### config.mk
export PLATFORM = sky130hd
export DESIGN_NAME = adder_421_feeder
export DESIGN_NICKNAME = d
export VERILOG_FILES = /design/src/rtl/adder_421_feeder.sv
export SDC_FILE = /design/constraint.sdc
export NUM_CORES = 2
export LEC_CHECK = 0
export BUFFER_PORTS_ARGS = -buffer_cell sky130_fd_sc_hd__buf_2
export CAP_MARGIN = 20
export CORE_AREA = 2 2 501 503
export CTS_BUF_LIST = sky130_fd_sc_hd__clkbuf_16
export DETAILED_ROUTE_END_ITERATION = 10
export DIE_AREA = 0 0 503 505
export MAX_ROUTING_LAYER = met4
export SYNTH_ARGS = -nofsm -noshare
export SYNTH_HDL_FRONTEND = slang
export SYNTH_SLANG_ARGS = --single-unit
### constraint.sdc
create_clock -name clk -period 5.53 [get_ports clk]
set_input_delay 0 -clock clk [delete_from_list [all_inputs] [get_ports clk]]
set_output_delay 0 -clock clk [all_outputs]
set_load 0.02 [all_outputs]
### src/rtl/adder_421_feeder.sv
// Operand gatherer for the pipelined 4:1 adder. Packs a ready/valid word
// stream into groups of four (zero-padding groups closed early by s_last),
// strobes each group out as A/B/C/D with a one-cycle in_valid, and limits the
// number of groups in flight using the adder's out_valid as a returning credit.
module adder_421_feeder #(
    parameter  int IN_WIDTH     = 256,
    parameter  int MAX_INFLIGHT = 8,
    localparam int CNT_W        = $clog2(MAX_INFLIGHT + 1)
) (
    input  logic                clk,
    input  logic                resetn,
    input  logic                s_valid,
    output logic                s_ready,
    input  logic [IN_WIDTH-1:0] s_data,
    input  logic                s_last,
    output logic [IN_WIDTH-1:0] A,
    output logic [IN_WIDTH-1:0] B,
    output logic [IN_WIDTH-1:0] C,
    output logic [IN_WIDTH-1:0] D,
    output logic                in_valid,
    input  logic                sum_valid,
    output logic [CNT_W-1:0]    inflight,
    output logic                err_underflow
);

    // Slot 3 is never stored: the beat that fills it is always final and
    // goes straight into D.
    logic [2:0][IN_WIDTH-1:0] slot_q, slot_d;
    logic [1:0]               cnt_q, cnt_d;
    logic [IN_WIDTH-1:0]      a_q, a_d, b_q, b_d, c_q, c_d, d_q, d_d;
    logic                     in_valid_q, in_valid_d;
    logic [CNT_W-1:0]         inflight_q, inflight_d;
    logic                     err_q, err_d;

    logic accept, last_beat, emit, ret, underflow;

    // Ready depends only on the credit register, so no path from s_valid.
    assign s_ready = (inflight_q < CNT_W'(MAX_INFLIGHT));

    // Beat acceptance, slot fill, group emission and credit accounting.
    always_comb begin
        accept     = s_valid && s_ready;
        last_beat  = (cnt_q == 2'd3) || s_last;
        emit       = accept && last_beat;
        underflow  = sum_valid && (inflight_q == '0);
        ret        = sum_valid && (inflight_q != '0);

        cnt_d      = cnt_q;
        slot_d     = slot_q;
        a_d        = a_q;
        b_d        = b_q;
        c_d        = c_q;
        d_d        = d_q;
        in_valid_d = 1'b0;
        inflight_d = inflight_q;
        err_d      = err_q;

        if (accept) begin
            if (last_beat) begin
                // Slots below cnt come from storage, slot[cnt] is the live
                // word, everything above cnt is zero padding.
                cnt_d      = 2'd0;
                in_valid_d = 1'b1;
                a_d = (cnt_q == 2'd0) ? s_data : slot_q[0];
                b_d = (cnt_q == 2'd1) ? s_data : (cnt_q > 2'd1) ? slot_q[1] : '0;
                c_d = (cnt_q == 2'd2) ? s_data : (cnt_q == 2'd3) ? slot_q[2] : '0;
                d_d = (cnt_q == 2'd3) ? s_data : '0;
            end else begin
                cnt_d = cnt_q + 2'd1;
                case (cnt_q)
                    2'd0:    slot_d[0] = s_data;
                    2'd1:    slot_d[1] = s_data;
                    default: slot_d[2] = s_data;
                endcase
            end
        end

        // A credit returned with nothing outstanding is flagged, not counted.
        if (underflow)
            err_d = 1'b1;
        if (emit && !ret)
            inflight_d = inflight_q + CNT_W'(1);
        else if (!emit && ret)
            inflight_d = inflight_q - CNT_W'(1);
    end

    // State register; reset discards any partially gathered group.
    always_ff @(posedge clk or negedge resetn) begin
        if (!resetn) begin
            slot_q     <= '0;
            cnt_q      <= 2'd0;
            a_q        <= '0;
            b_q        <= '0;
            c_q        <= '0;
            d_q        <= '0;
            in_valid_q <= 1'b0;
            inflight_q <= '0;
            err_q      <= 1'b0;
        end else begin
            slot_q     <= slot_d;
            cnt_q      <= cnt_d;
            a_q        <= a_d;
            b_q        <= b_d;
            c_q        <= c_d;
            d_q        <= d_d;
            in_valid_q <= in_valid_d;
            inflight_q <= inflight_d;
            err_q      <= err_d;
        end
    end

    assign A             = a_q;
    assign B             = b_q;
    assign C             = c_q;
    assign D             = d_q;
    assign in_valid      = in_valid_q;
    assign inflight      = inflight_q;
    assign err_underflow = err_q;

endmodule

==> Word-level counts from Yosys, hierarchy flattened <==
Cells that the tools add are included.
{ "op_classes": {"addsub": 3, "magnitude_cmp": 2, "bitwise": 2, "eq_ne": 3, "n_reduce_logical": 18, "muxes": 11} }
{ "ops": {"columns": ["operator", "n"], "rows": [
  ["$mux 256", 6],
  ["$mux 4", 2],
  ["$logic_and 1x1->1", 6],
  ["$reduce_and 3->1", 2],
  ["$add 4x1->4 const B", 1],
  ["$eq 2x2->1 const B", 2],
  ["$logic_not 4->1", 1],
  ["$lt 4x4->1 const B", 1],
  ["$reduce_and 2->1", 2],
  ["$reduce_bool 4->1", 1],
  ["$sub 4x1->4 const B", 1],
  ["$add 2x1->2 const B", 1],
  ["$eq 2x1->1 const B", 1],
  ["$gt 2x1->1 const B", 1],
  ["$logic_not 1->1", 2],
  ["$logic_not 2->1", 1],
  ["$mux 1", 2],
  ["$mux 2", 1],
  ["$not 1->1", 2],
  ["$reduce_bool 2->1", 1],
  ["$reduce_or 2->1", 1],
  ["$logic_or 1x1->1", 1]
]} }
{ "totals": {"word_cells": 50, "input_bits": 261, "register_bits": 1800, "out_inout_bits": 1031} }

==> Depth between registers and ports, before layout <==
{ "logic_depth": {"depth_word": 7, "mapped_depth": 11, "ltp_nobuf": 9} }

==> Worst setup path before layout <==
Ideal clock, no wire load.
{ "synth_path": {"kind": "reg2reg", "startpoint": "reg cnt_q[0]", "endpoint": "reg inflight_q[3] (netlist: inflight[3])", "path_buffers": 2, "setup_time_ns": 0.131, "path_slack_ns": 2.621, "arrival_time_ns": 2.778, "path_stages_with_launch": 12, "period_less_slack_ns": 2.909, "path_cell_list": "dfrtp_1 -> ha_1 -> o21ai_2 -> inv_2 -> buf_2 -> buf_2 -> ha_1 -> inv_1 -> ha_1 -> or4_1 -> o211ai_1 -> o211ai_1"} }
{ "synth_between": {"elab_chain_cells": 6, "elab_cells_between_ends": 8, "classes_between": "eq/ne: 1; mux: 1; reduce/logical: 6"} }
{ "synth_lines": {"columns": ["element", "line", "text"], "rows": [
  ["start, declared", "29", "logic [1:0] cnt_q, cnt_d;"],
  ["start signal, assigned", "101", "cnt_q <= cnt_d;"],
  ["$eq 2x2->1 (*)", "43", "last_beat = (cnt_q == 2'd3) || s_last;"],
  ["$logic_or 1x1->1 (*)", "43", null],
  ["$logic_and 1x1->1 (*)", "44", "emit = accept && last_beat;"],
  ["via emit", "35", "logic accept, last_beat, emit, ret, underflow;"],
  ["$logic_not 1->1", "83", "else if (!emit && ret)"],
  ["$logic_and 1x1->1", "83", null],
  ["$reduce_bool 2->1 (no source line)", null, null],
  ["end signal, assigned", "107", "inflight_q <= inflight_d;"],
  ["end, declared", "32", "logic [CNT_W-1:0] inflight_q, inflight_d;"]
]} }
Mark *: on every way through the listed nets, which the timed path passes. The rest lies on a longest branch.
A chain may end at the register's enable or synchronous reset.

==> Final worst setup path <==
{ "layout_path": {"startpoint": "reg cnt_q[1]", "endpoint": "reg a_q[99] (netlist: A[99])"} }
{ "layout_between": {"elab_chain_cells": 3, "elab_cells_between_ends": 5, "classes_between": "eq/ne: 1; mux: 1; reduce/logical: 3"} }
{ "layout_lines": {"columns": ["element", "line", "text"], "rows": [
  ["$eq 2x2->1", "43", null],
  ["$logic_or 1x1->1", "43", null],
  ["$reduce_and 2->1 (no source line)", null, null],
  ["end signal, assigned", "92", "a_q <= '0;"],
  ["end signal, assigned", "102", "a_q <= a_d;"],
  ["end, declared", "30", "logic [IN_WIDTH-1:0] a_q, a_d, b_q, b_d, c_q, c_d, d_q, d_d;"]
]} }
Several ways; a longest one is shown, not always the timed one.

==> results.toml <==
[run_status]
run_status = "complete, no violations"

[synth]
synth_area_per_cell_um2 = 14.4
ys_warn_count = 0
ys_ff_latch = 1800
syn_area_um2 = 73600
syn_inst = 5094
synth_cell_types = 33
synth_fp_nets = 5363
ys_seq_area_frac = 0.612

[power_and_ir_drop]
powerDensity_nw_per_um2 = 597
total_leakage_power_nw = 45.8
power_mw = 55.9
ir_worst_vdd_mv = 0.407

[timing]
timing.fmax_mhz = 256
holdWs_ns = 0.0775
setup_viol = 0
min_period_ns = 3.91
finalHoldViolCount = 0
slew-limit-headroom = 0.0777
skew_ns = 0.0673
fin_crit_sh = 0.706
worst_slack_ns = 1.62
worst_pin_slew_ns = 1.38
rsz0062_at_grt = "no"
slew_viol_final = 0
tns_ns = 0

[clock_network]
clock-sinks = 1800
post-cts-setup-buffer-count = 0
clk_latency_ns = 0.85
htreeDepth = 4
ctsResizeCount = 0
clock_path_buffers = 3
cts-root-buf = "clkbuf_16"
cts.reportedPaths.clkPinSlew_ns = 0.06
cts_made_buffers = 193
cts_tree = "built"

[floorplan]
row_count = 183
io_pins = 1292
die_width_um = 503
initial_utilization = 0.296
core_area_um2 = 248000
dieArea_um2 = 254000
die_y_um = 505

[hold_path]
hp-class = "primary input to flop"

[grt]
grt_max_degree = 180
grt_first_pass_wirelength_um = 387000
overflow = 0
antenna_found_initial = 57
grt_pass1_vias = 53000
grt_use_total = 0.211

[critical_path]
cp.buffers_inverters = 3
path_common_cell = "buf_4"
crit_family = "buffers and inverters"
path_max_fanout = 87
crit_slowest_cell = "buf_4"
critPathKind = "flop to flop"
worstPathCellList = "ha_1 > o21ai_4 > buf_4 > buf_4 > buf_4 > o21ai_0"
cp-start-kind = "flop"
endpoint_kind = "flop"
worstPathArrival_ns = 4.53
cp_data_required_time_ns = 6.16
critPathMaxStageDelay_ns = 0.82

[layout]
layout_common_cells = "dfrtp_1, buf_2, mux2_2"
nets = 6890
multi_input_area_um2 = 26700
synthToLayoutAreaGrowth_pct = 27.3
final_common_cell = "dfrtp_1"
layout-drive-gt1-share = 0.433
regArea_um2 = 45000
fillers = 23700

[detailed_routing]
wire_per_inst_um = 26.5
drc = 0
wl_um = 269000
vias = 52500
first_iter_violations = 4347
viasPerCell = 5.16
ant_nets = 0
dr.pass1.iters = 5

[place]
dp_hpwl_um = 170000
place_congestion = 0.901
place_ws_ns = 1.61
portBuffers = 1291

[run]
timing.max_cap.violations = 0
flip-flops by register name, indices dropped and copies added, names as in the netlist:
name,flops
err_underflow,1
cnt_q,2
in_valid,1
D,256
A,256
slot_q,768
inflight,4
B,256
C,256
worst min-delay path, delay by kind of cell:
kind / cells / cell delay [ns]
multiplexers: 1 / 0.17
buffers and inverters: 2 / 0.71
report_power, final:
group | switching (mW) | internal, mW
sequential | 3.19 | 19.0
clock | 5.75 | 7.00
combinational | 12.4 | 8.61
total | 21.3 | 34.6
per-stage QoR:
| step | cells | util | area, um^2 |
|---|---|---|---|
| after floorplan | 5094 | - | 73600 |
| after global placement | 9374 | 0.336 | 83500 |
| after detailed placement | 9374 | 0.336 | 83500 |
| after CTS | 10100 | 0.377 | 93500 |
| after global routing | 10100 | 0.377 | 93600 |
| final | 10200 | 0.377 | 93700 |
worst paths after layout:
check / from / to / slack [ns] / cells past startpoint
max: cnt_q[1] / A[99] / 1.62 / 6
min: s_data[221] / slot_q[477] / 0.08 / 3
max reg2reg: cnt_q[1] / A[99] / 1.62 / 6
min reg2reg: err_underflow / err_underflow / 0.46 / 1
max in group asynchronous: resetn / slot_q[222] / 4.28 / 4
min in group asynchronous: resetn / C[224] / 0.11 / 3
synth_stat cells:
master | instances | share of area
nand2_1 | 9 | 0.00046
fa_1 | 1 | 0.00027
a2111o_1 | 1 | 0.00015
nor2_1 | 2 | 0.00010
mux2i_1 | 257 | 0.035
or4_1 | 1 | 0.00010
buf_2 | 130 | 0.0088
nand2b_1 | 2 | 0.00017
o21ai_0 | 513 | 0.035
buf_1 | 19 | 0.00097
o211ai_1 | 2 | 0.00020
inv_1 | 4 | 0.00020
nor3_1 | 1 | 0.000068
and2_1 | 1 | 0.000085
dfrtp_1 | 1800 | 0.61
a22o_1 | 767 | 0.091
mux2_2 | 1281 | 0.20
nor2b_1 | 2 | 0.00017
xnor2_1 | 2 | 0.00024
ha_1 | 7 | 0.0012
buf_4 | 31 | 0.0032
o21ai_1 | 3 | 0.00020
nor4b_4 | 1 | 0.00032
o21ai_2 | 1 | 0.00012
or3_1 | 1 | 0.000085
a21o_1 | 1 | 0.00010
nand3_1 | 2 | 0.00014
clkbuf_1 | 246 | 0.013
a21oi_1 | 2 | 0.00014
nand3b_1 | 1 | 0.00010
nor4_1 | 1 | 0.000085
inv_2 | 1 | 0.000051
nor2b_2 | 1 | 0.00012
layer usage:
metal,vias to the layer above,GRT usage,wire (um)
li1,22100,-,-
met1,27700,0.272,114000
met2,2188,0.310,119000
met3,478,0.0597,23700
met4,0,0.0881,12400
met5,-,-,0
cell type report:
type | count | area share
multi-input cells | 2863 | 0.285
repair buffers | 1758 | 0.122
clock inverters | 161 | 0.0145
well taps | 3330 | 0.0445
diodes | 51 | 0.00136
clock buffers | 193 | 0.0516
flip-flops and latches | 1800 | 0.481
inverters | 5 | 0.000280
cells by family after synthesis:
group,synth area share
flops,0.612
mux,0.231
compound gates,0.127
buf+inv,0.0258
simple gates,0.00201
fa+ha+maj,0.00146
xor+xnor,0.000238
what timing repair did:
item,CTS,global route
hold buffers,381,0
endpoints found under the hold margin,2988,0
endpoints found under the setup margin,0,0
(Power assumes the default switching activity.)
